**config.mk**
```make
export PLATFORM = sky130hd
export DESIGN_NAME = fb_port_arbiter_flat
export DESIGN_NICKNAME = d
export VERILOG_FILES = /design/src/rtl/fb_port_arbiter_if.sv /design/src/rtl/fb_port_arbiter.sv /design/src/flat_wrapper.sv
export SDC_FILE = /design/constraint.sdc
export NUM_CORES = 1
export LEC_CHECK = 0
export BUFFER_PORTS_ARGS = -buffer_cell sky130_fd_sc_hd__buf_4
export CORE_MARGIN = 4
export CORE_UTILIZATION = 38
export CTS_CLUSTER_DIAMETER = 120
export DETAILED_ROUTE_END_ITERATION = 10
export HOLD_SLACK_MARGIN = 0.12
export PLACE_DENSITY = 0.51
export SLEW_MARGIN = 40
export SYNTH_ARGS = -nofsm -noshare
export SYNTH_HDL_FRONTEND = slang
export SYNTH_SLANG_ARGS = --single-unit
```
**constraint.sdc**
```tcl
create_clock -name pixel_clk -period 9.5 [get_ports pixel_clk]
set_input_delay 0.475 -clock pixel_clk [delete_from_list [all_inputs] [get_ports pixel_clk]]
set_output_delay 0.475 -clock pixel_clk [all_outputs]
set_load 0.1 [all_outputs]
```
**src/rtl/fb_port_arbiter_if.sv**
```systemverilog
// Bundles the VGA read, camera write, frame-buffer RAM and status signals of the port arbiter.
// The arbiter binds to the slave modport; the surrounding capture/display/BRAM logic binds to master.
interface fb_port_arbiter_if #(
    parameter int ADDR_W     = 19,
    parameter int DATA_W     = 12,
    parameter int FIFO_DEPTH = 16,
    parameter int STARVE_W   = 16
);
    localparam int LVL_W = $clog2(FIFO_DEPTH) + 1;

    logic              rd_req;
    logic [ADDR_W-1:0] rd_addr;
    logic              rd_valid;
    logic [DATA_W-1:0] rd_data;

    logic              wr_valid;
    logic              wr_ready;
    logic [ADDR_W-1:0] wr_addr;
    logic [DATA_W-1:0] wr_data;

    logic              mem_en;
    logic              mem_we;
    logic [ADDR_W-1:0] mem_addr;
    logic [DATA_W-1:0] mem_wdata;
    logic [DATA_W-1:0] mem_rdata;

    logic [LVL_W-1:0]    fifo_level;
    logic [STARVE_W-1:0] starve_cnt;

    modport slave (
        input  rd_req, rd_addr, wr_valid, wr_addr, wr_data, mem_rdata,
        output rd_valid, rd_data, wr_ready, mem_en, mem_we, mem_addr, mem_wdata,
        output fifo_level, starve_cnt
    );

    modport master (
        output rd_req, rd_addr, wr_valid, wr_addr, wr_data, mem_rdata,
        input  rd_valid, rd_data, wr_ready, mem_en, mem_we, mem_addr, mem_wdata,
        input  fifo_level, starve_cnt
    );
endinterface

```
**src/rtl/fb_port_arbiter.sv**
```systemverilog
// Frame-buffer port arbiter: VGA reads win every cycle (1-cycle read latency), camera writes queue in a FIFO
// and drain on read-free cycles; wr_ready drops only when the FIFO is full, never on a same-cycle pop.
module fb_port_arbiter #(
    parameter int ADDR_W     = 19,
    parameter int DATA_W     = 12,
    parameter int FIFO_DEPTH = 16,
    parameter int STARVE_W   = 16
) (
    input  logic             pixel_clk,
    input  logic             rst,
    fb_port_arbiter_if.slave bus
);
    localparam int PTR_W = $clog2(FIFO_DEPTH);
    localparam int LVL_W = PTR_W + 1;

    logic [ADDR_W-1:0]   fifo_addr_q [FIFO_DEPTH];
    logic [DATA_W-1:0]   fifo_data_q [FIFO_DEPTH];
    logic [PTR_W-1:0]    wr_ptr_q, wr_ptr_d;
    logic [PTR_W-1:0]    rd_ptr_q, rd_ptr_d;
    logic [LVL_W-1:0]    level_q, level_d;
    logic                rd_valid_q, rd_valid_d;
    logic [STARVE_W-1:0] starve_q, starve_d;

    logic fifo_full;
    logic fifo_empty;
    logic push;
    logic pop;

    always_comb begin
        fifo_full  = (level_q == LVL_W'(FIFO_DEPTH));
        fifo_empty = (level_q == '0);
        push       = bus.wr_valid && !fifo_full;
        // Reset also blocks the RAM port so a queued write cannot slip out while being discarded.
        pop        = !rst && !bus.rd_req && !fifo_empty;

        bus.mem_en    = 1'b0;
        bus.mem_we    = 1'b0;
        bus.mem_addr  = '0;
        bus.mem_wdata = '0;
        if (!rst) begin
            if (bus.rd_req) begin
                bus.mem_en   = 1'b1;
                bus.mem_addr = bus.rd_addr;
            end else if (!fifo_empty) begin
                bus.mem_en    = 1'b1;
                bus.mem_we    = 1'b1;
                bus.mem_addr  = fifo_addr_q[rd_ptr_q];
                bus.mem_wdata = fifo_data_q[rd_ptr_q];
            end
        end
    end

    always_comb begin
        wr_ptr_d   = push ? wr_ptr_q + PTR_W'(1) : wr_ptr_q;
        rd_ptr_d   = pop  ? rd_ptr_q + PTR_W'(1) : rd_ptr_q;
        rd_valid_d = bus.rd_req;

        level_d = level_q;
        if (push && !pop) begin
            level_d = level_q + LVL_W'(1);
        end else if (!push && pop) begin
            level_d = level_q - LVL_W'(1);
        end

        starve_d = starve_q;
        if (bus.rd_req && !fifo_empty && (starve_q != '1)) begin
            starve_d = starve_q + STARVE_W'(1);
        end
    end

    always_ff @(posedge pixel_clk) begin
        if (rst) begin
            wr_ptr_q   <= '0;
            rd_ptr_q   <= '0;
            level_q    <= '0;
            rd_valid_q <= 1'b0;
            starve_q   <= '0;
        end else begin
            wr_ptr_q   <= wr_ptr_d;
            rd_ptr_q   <= rd_ptr_d;
            level_q    <= level_d;
            rd_valid_q <= rd_valid_d;
            starve_q   <= starve_d;
        end
    end

    // Storage needs no reset: an entry is only ever read after it has been pushed.
    always_ff @(posedge pixel_clk) begin
        if (push && !rst) begin
            fifo_addr_q[wr_ptr_q] <= bus.wr_addr;
            fifo_data_q[wr_ptr_q] <= bus.wr_data;
        end
    end

    assign bus.wr_ready   = !fifo_full;
    assign bus.fifo_level = level_q;
    assign bus.rd_valid   = rd_valid_q;
    assign bus.rd_data    = rd_valid_q ? bus.mem_rdata : '0;
    assign bus.starve_cnt = starve_q;

endmodule

```
**src/flat_wrapper.sv**
```systemverilog
// flat-port wrapper written by rule: the top's interface ports become plain ports
module fb_port_arbiter_flat 
#(
    parameter int ADDR_W     = 19,
    parameter int DATA_W     = 12,
    parameter int FIFO_DEPTH = 16,
    parameter int STARVE_W   = 16
)
  (pixel_clk, rst, bus_rd_req, bus_rd_addr, bus_wr_valid, bus_wr_addr, bus_wr_data, bus_mem_rdata, bus_rd_valid, bus_rd_data, bus_wr_ready, bus_mem_en, bus_mem_we, bus_mem_addr, bus_mem_wdata, bus_fifo_level, bus_starve_cnt);
  fb_port_arbiter_if #(.ADDR_W(ADDR_W), .DATA_W(DATA_W), .FIFO_DEPTH(FIFO_DEPTH), .STARVE_W(STARVE_W)) bus_i ();
  input  logic pixel_clk;
  input  logic rst;
  input wire logic [$bits(bus_i.rd_req)-1:0] bus_rd_req;
  input wire logic [$bits(bus_i.rd_addr)-1:0] bus_rd_addr;
  input wire logic [$bits(bus_i.wr_valid)-1:0] bus_wr_valid;
  input wire logic [$bits(bus_i.wr_addr)-1:0] bus_wr_addr;
  input wire logic [$bits(bus_i.wr_data)-1:0] bus_wr_data;
  input wire logic [$bits(bus_i.mem_rdata)-1:0] bus_mem_rdata;
  output wire logic [$bits(bus_i.rd_valid)-1:0] bus_rd_valid;
  output wire logic [$bits(bus_i.rd_data)-1:0] bus_rd_data;
  output wire logic [$bits(bus_i.wr_ready)-1:0] bus_wr_ready;
  output wire logic [$bits(bus_i.mem_en)-1:0] bus_mem_en;
  output wire logic [$bits(bus_i.mem_we)-1:0] bus_mem_we;
  output wire logic [$bits(bus_i.mem_addr)-1:0] bus_mem_addr;
  output wire logic [$bits(bus_i.mem_wdata)-1:0] bus_mem_wdata;
  output wire logic [$bits(bus_i.fifo_level)-1:0] bus_fifo_level;
  output wire logic [$bits(bus_i.starve_cnt)-1:0] bus_starve_cnt;
  assign bus_i.rd_req = bus_rd_req;
  assign bus_i.rd_addr = bus_rd_addr;
  assign bus_i.wr_valid = bus_wr_valid;
  assign bus_i.wr_addr = bus_wr_addr;
  assign bus_i.wr_data = bus_wr_data;
  assign bus_i.mem_rdata = bus_mem_rdata;
  assign bus_rd_valid = bus_i.rd_valid;
  assign bus_rd_data = bus_i.rd_data;
  assign bus_wr_ready = bus_i.wr_ready;
  assign bus_mem_en = bus_i.mem_en;
  assign bus_mem_we = bus_i.mem_we;
  assign bus_mem_addr = bus_i.mem_addr;
  assign bus_mem_wdata = bus_i.mem_wdata;
  assign bus_fifo_level = bus_i.fifo_level;
  assign bus_starve_cnt = bus_i.starve_cnt;
  fb_port_arbiter #(.ADDR_W(ADDR_W), .DATA_W(DATA_W), .FIFO_DEPTH(FIFO_DEPTH), .STARVE_W(STARVE_W)) u_core (.pixel_clk(pixel_clk), .rst(rst), .bus(bus_i));
endmodule
```
After elaboration in Yosys (flattened, before gate mapping)
Memory sizes are Yosys's and may differ from the RTL's. A register that Yosys moved wholly into a read port is not among the register bits.
Index checks and enable logic that the tools add are counted.

cells by class
  add/subtract/negate cells = 5
  multiply operators = 0
  div/mod/pow operators = 0
  order comparisons = 0
  equal/unequal tests = 2
  shift-type cells = 0
  muxes and demuxes = 20
  bitwise logic cells = 0
  reduce and logical (&&, ||, !) cells = 16

operators with widths
  cell                                               number
  2-to-1 mux 19 bit                                  3
  2-to-1 mux 12 bit                                  4
  adder 16 x 1 -> 16 bit (second input constant)     1
  2-to-1 mux 4 bit                                   4
  != test 16 bit (second input constant)             1
  2-to-1 mux 5 bit                                   2
  adder 4 x 1 -> 4 bit (second input constant)       2
  logical AND 1 bit                                  8
  2-to-1 mux 1 bit                                   7
  zero test 1 bit                                    6
  adder 5 x 1 -> 5 bit (second input constant)       1
  equality test 5 bit (second input constant)        1
  zero test 5 bit                                    1
  subtractor 5 x 1 -> 5 bit (second input constant)  1
  nonzero test 2 bit                                 1

storage, ports and cells
  register bits after elaboration = 30
  latch bits = 0
  RAM bits = 496
  memory bits (read-only) = 0
  input bits = 66
  word-level logic and storage cells = 50
  memories kept = 2

memories
  memory              words  width  rd ports  clocked after memory_dff  write ports  line                   source
  u_core.fifo_addr_q  16     19     1         1                         1            fb_port_arbiter.sv:16  logic [ADDR_W-1:0] fifo_addr_q [FIFO_DEPTH];
  u_core.fifo_data_q  16     12     1         1                         1            fb_port_arbiter.sv:17  logic [DATA_W-1:0] fifo_data_q [FIFO_DEPTH];

Depth between registers and ports, before layout
  depth after elaboration = 7
  depth in mapped cells = 11

Least setup slack after synthesis
No wires, ideal clock.

  path kind = register to output
  start = register u_core.level_q[0], in the netlist u_core.bus.fifo_level[0]
  end = output port bus_mem_wdata[10]
  arrival = 3.832 ns
  data required time = 9.025 ns
  setup slack = 5.193 ns
  stages on the path, launching flop included = 6
  cell sequence = dfxtp_1 or4_1 buf_6 o21ai_1 buf_2 nor3_1

between the ends
  word-level cells in the longest chain between the ends = 4

ends and longest elaborated chain
  element                   line                   source
  start: declaration        fb_port_arbiter.sv:20  logic [LVL_W-1:0] level_q, level_d;
  start signal: assignment  fb_port_arbiter.sv:81  level_q <= level_d;
  zero test 5 bit           fb_port_arbiter.sv:31  fifo_empty = (level_q == '0);
  2-to-1 mux 12 bit         fb_port_arbiter.sv:44  end else if (!fifo_empty) begin
  2-to-1 mux 12 bit         fb_port_arbiter.sv:41  if (bus.rd_req) begin
  2-to-1 mux 12 bit         fb_port_arbiter.sv:40  if (!rst) begin
  end: declaration          flat_wrapper.sv:25     output wire logic [$bits(bus_i.mem_wdata)-1:0] bus_mem_wdata;

Every way passes these cells.

==> load_flow_metrics.sql <==
INSERT INTO impl_metrics (metric_group, metric, value, unit) VALUES
('outcome', 'status', 'completed', ''),
('finish', 'post-route-cell-area', '24700', 'um2'),
('yosys', 'ys_seq_area_frac', '0.746', ''),
('place', 'dp_worst_slack', '5910', 'ps'),
('route', 'drt_first_iter_violations', '777', ''),
('die', 'die_height', '242', 'um'),
('route', 'ant_nets', '0', ''),
('global_route', 'antenna_found_initial', '2', ''),
('clock_network', 'holdBufCountCts', '0', ''),
('die', 'area_of_the_core_region', '54100', 'um2'),
('route', 'route.final.wire_length', '48400', 'um'),
('finish', 'register_area', '15600', 'um2'),
('critical_path', 'worst-setup-path-type', 'reg -> out', ''),
('critical_path', 'crit_path_start_kind', 'flip-flop', ''),
('clock_network', 'ctsLongestPathBuffers', '3', ''),
('finish', 'footprint_of_the_multi_input_gates', '5110', 'um2'),
('global_route', 'grt_start_max_net_pins', '67', ''),
('timing', 'postLayoutSetupSlackWorst', '5280', 'ps'),
('clock_network', 'tritoncts', 'yes', ''),
('yosys', 'synth_cell_types', '52', ''),
('global_route', 'grt_util_met2', '0.273', ''),
('power', 'leak', '7.91', 'nW'),
('finish', 'fillCellCount', '4548', ''),
('clock_network', 'cts.sink_count', '530', ''),
('power', 'total_power', '5.95', 'mW'),
('clock_network', 'clock_tree.root_cell', 'sky130_fd_sc_hd__clkbuf_16', ''),
('route', 'via_count', '10400', ''),
('timing', 'rsz0062_at_grt', 'false', ''),
('critical_path', 'critical_path_arrival', '3740', 'ps'),
('clock_network', 'cts_inserted_buffers', '55', ''),
('timing', 'report.final.setup_viol', '0', ''),
('timing', 'timing_hold_violations_final', '0', ''),
('global_route', 'grt.met1_usage', '0.227', ''),
('place', 'place_hpwl', '26000', 'um'),
('yosys', 'synth-seq-cells', '530', ''),
('timing', 'timing.slew.headroom', '0.451', ''),
('global_route', 'vias_in_the_first_global_route', '10800', ''),
('global_route', 'global_route.usage.total', '0.164', ''),
('timing', 'post-route-period-util', '0.444', ''),
('global_route', 'globalRouteOverflowTotal', '0', ''),
('yosys', 'post_synth_inst_count', '1025', ''),
('finish', 'num-nets-final', '1265', ''),
('timing', 'timing.clock.skew', '11.4', 'ps'),
('finish', 'drive_above_1_share', '0.324', ''),
('global_route', 'global_route.peak_usage_layer', 'met2', ''),
('die', 'die_width', '242', 'um'),
('global_route', 'global_route_wire_length_before_repair', '72300', 'um'),
('die', 'core.rowCount', '85', ''),
('yosys', 'synth_top_flop_cell', 'sky130_fd_sc_hd__edfxtp_1', ''),
('clock_network', 'cts_resized', '0', ''),
('critical_path', 'critPathMaxFanout', '42', ''),
('die', 'i_o_pins', '134', ''),
('route', 'detail_route.vias_per_cell', '5.39', ''),
('clock_network', 'post_cts_buffers', '0', ''),
('critical_path', 'worstSetupEndpointType', 'output port', ''),
('power', 'max_rail_drop_vdd', '0.125', 'mV'),
('hold_path', 'hold_path_class', 'in -> reg', ''),
('yosys', 'ys_warns', '0', ''),
('timing', 'timing.fmax', '0.237', 'GHz'),
('place', 'gp_routability_congestion', '0.722', ''),
('finish', 'final_core_util', '0.456', ''),
('yosys', 'share_of_async_settable_or_async_resettable_flops_after_synthesis', '0', ''),
('route', 'detail_route.wl_per_cell', '25.1', 'um'),
('clock_network', 'clkSlewWorstSetupHoldPaths', '70', 'ps'),
('timing', 'timing.setup.tns', '0', 'ps'),
('yosys', 'syn_area_per_cell', '20.4', 'um2'),
('clock_network', 'cts-htree-levels', '2', ''),
('flow_run', 'max_cap_violations', '0', ''),
('route', 'drt-pass1-iter-count', '5', ''),
('finish', 'area_growth', '18.2', '%'),
('timing', 'slew_viol_final', '0', ''),
('global_route', 'grt_util_met3', '0.0309', ''),
('route', 'post-route-drc-count', '0', ''),
('die', 'die_area', '58700', 'um2'),
('power', 'power.density_cell_area', '241', 'nW/um2'),
('yosys', 'synthesis.nets', '1102', ''),
('yosys', 'syn_area', '20900', 'um2'),
('clock_network', 'clk-insertion-delay-late', '600', 'ps'),
('yosys', 'synth_edf_count', '496', ''),
('place', 'placed_area', '22800', 'um2'),
('die', 'initial_utilization', '0.386', ''),
('timing', 'period_needed', '4220', 'ps'),
('timing', 'worst-slew-pin-transition', '823', 'ps'),
('critical_path', 'critPathRequiredTime', '9030', 'ps'),
('place', 'numPortBuffers', '133', '');
cell usage after synthesis, types with 9 or more instances:
master                     number  share of area
sky130_fd_sc_hd__nand3_1       10         0.0024
sky130_fd_sc_hd__dfxtp_1       34          0.033
sky130_fd_sc_hd__clkbuf_1      22         0.0040
sky130_fd_sc_hd__a211oi_1      14         0.0050
sky130_fd_sc_hd__ha_1          10         0.0060
sky130_fd_sc_hd__nor2_1        41         0.0074
sky130_fd_sc_hd__o22ai_1       31         0.0093
sky130_fd_sc_hd__inv_1          9         0.0016
sky130_fd_sc_hd__a21oi_1       14         0.0034
sky130_fd_sc_hd__mux2i_1       42          0.020
sky130_fd_sc_hd__nor2b_1       17         0.0051
sky130_fd_sc_hd__and2_1        12         0.0036
sky130_fd_sc_hd__buf_2         19         0.0046
sky130_fd_sc_hd__edfxtp_1     496           0.71
sky130_fd_sc_hd__a21o_1        21         0.0076
sky130_fd_sc_hd__nor3_1        18         0.0043
sky130_fd_sc_hd__mux4_2       124           0.13
worst max-delay path, cell delays in order, from the launching register on:
cell and delay, ps:
sky130_fd_sc_hd__dfxtp_4 660, sky130_fd_sc_hd__buf_4 680, sky130_fd_sc_hd__nand2b_1 710, sky130_fd_sc_hd__o22ai_1 160, sky130_fd_sc_hd__nor3_1 500, sky130_fd_sc_hd__buf_4 390
state kept, by name (all words and copies together), names as in the netlist, named ones only:
signal and cells:
u_core.bus.fifo_level 5, u_core.bus.starve_cnt 16, u_core.fifo_addr_q 304, u_core.rd_ptr_q 4, u_core.bus.rd_valid 1, u_core.wr_ptr_q 4
u_core.fifo_data_q 192
worst paths after layout:
kind,endpoint,cells after the start,start,slack (ps)
setup reg to reg,u_core.bus.fifo_level[4]$_SDFFE_PP0P_,10,u_core.bus.fifo_level[0]$_SDFFE_PP0P_,6000
hold / removal,u_core.fifo_data_q[14][3]$_DFFE_PP_,1,bus_wr_data[3],170
setup / recovery,bus_mem_wdata[7],5,flip-flop,5280
hold reg to reg,flip-flop,2,u_core.rd_ptr_q[3]$_SDFFE_PP0P_,510
cells by family (layout without fill, tap and decap cells):
| kind of cell | count (synthesis) | after routing | synth area share |
|---|---|---|---|
| multiplexers | 171 | 171 | 0.157 |
| XOR/XNOR | 9 | 9 | 0.00378 |
| AO/OA/AOI/OAI | 103 | 103 | 0.0349 |
| adder cells (fa/ha/maj) | 11 | 11 | 0.00695 |
| other | 0 | 1 | 0 |
| buffers and inverters | 64 | 269 | 0.0153 |
| AND/OR/NAND/NOR | 137 | 137 | 0.0360 |
| flip-flops | 530 | 530 | 0.746 |
metrics by stage:
step           instances  hold slack (ps)
2_1_floorplan       1025              490
3_3_place_gp        1822              504
3_5_place_dp        1826              504
4_1_cts             1925              127
5_1_grt             1926              161
6_report            1927              168
per-layer routing:
layer | up-vias | routed length (um) | share of wire
met4 | 2 | 808 | 0.017
met2 | 236 | 23600 | 0.49
li1 | 4599 | - | -
met1 | 5498 | 21500 | 0.44
met3 | 57 | 2530 | 0.052
met5 | - | 7 | 0.00014
layout make-up:
class,count,share of cell area
Inverter,9,0.00137
Antenna cell,1,0.000101
Clock inverter,32,0.0140
Multi-Input combinational cell,431,0.207
Timing Repair Buffer,161,0.0505
Clock buffer,67,0.0597
Tap cell,696,0.0353
Sequential cell,530,0.632
power by group:
| group | switching, mW | internal, mW | leakage (nW) |
|---|---|---|---|
| logic | 0.717 | 0.373 | 2.27 |
| clock network | 0.881 | 1.29 | 0.899 |
| registers | 0.0801 | 2.61 | 4.75 |
layout by cell type (no fill, tap or decap), types with 4 or more instances in the layout:
cell type / count
sky130_fd_sc_hd__edfxtp_1: 496
sky130_fd_sc_hd__buf_4: 154
sky130_fd_sc_hd__mux4_2: 124
sky130_fd_sc_hd__clkbuf_16: 56
sky130_fd_sc_hd__mux2i_1: 42
sky130_fd_sc_hd__o22ai_1: 31
sky130_fd_sc_hd__dfxtp_1: 30
sky130_fd_sc_hd__nor2_1: 25
sky130_fd_sc_hd__a21o_1: 21
sky130_fd_sc_hd__nor3_1: 18
sky130_fd_sc_hd__nor2b_1: 16
sky130_fd_sc_hd__nor2_4: 16
sky130_fd_sc_hd__a211oi_1: 14
sky130_fd_sc_hd__a21oi_1: 14
sky130_fd_sc_hd__clkinv_2: 13
sky130_fd_sc_hd__and2_1: 12
sky130_fd_sc_hd__nand3_1: 10
sky130_fd_sc_hd__ha_1: 10
sky130_fd_sc_hd__inv_1: 9
sky130_fd_sc_hd__or4_1: 8
sky130_fd_sc_hd__o31ai_1: 8
sky130_fd_sc_hd__clkinv_1: 8
sky130_fd_sc_hd__clkbuf_1: 8
sky130_fd_sc_hd__bufinv_16: 7
sky130_fd_sc_hd__nand2_1: 6
sky130_fd_sc_hd__xnor2_1: 5
sky130_fd_sc_hd__nand4_1: 4
sky130_fd_sc_hd__xor2_1: 4
sky130_fd_sc_hd__dfxtp_4: 4
Note: power is estimated with default switching activity, not from simulation.
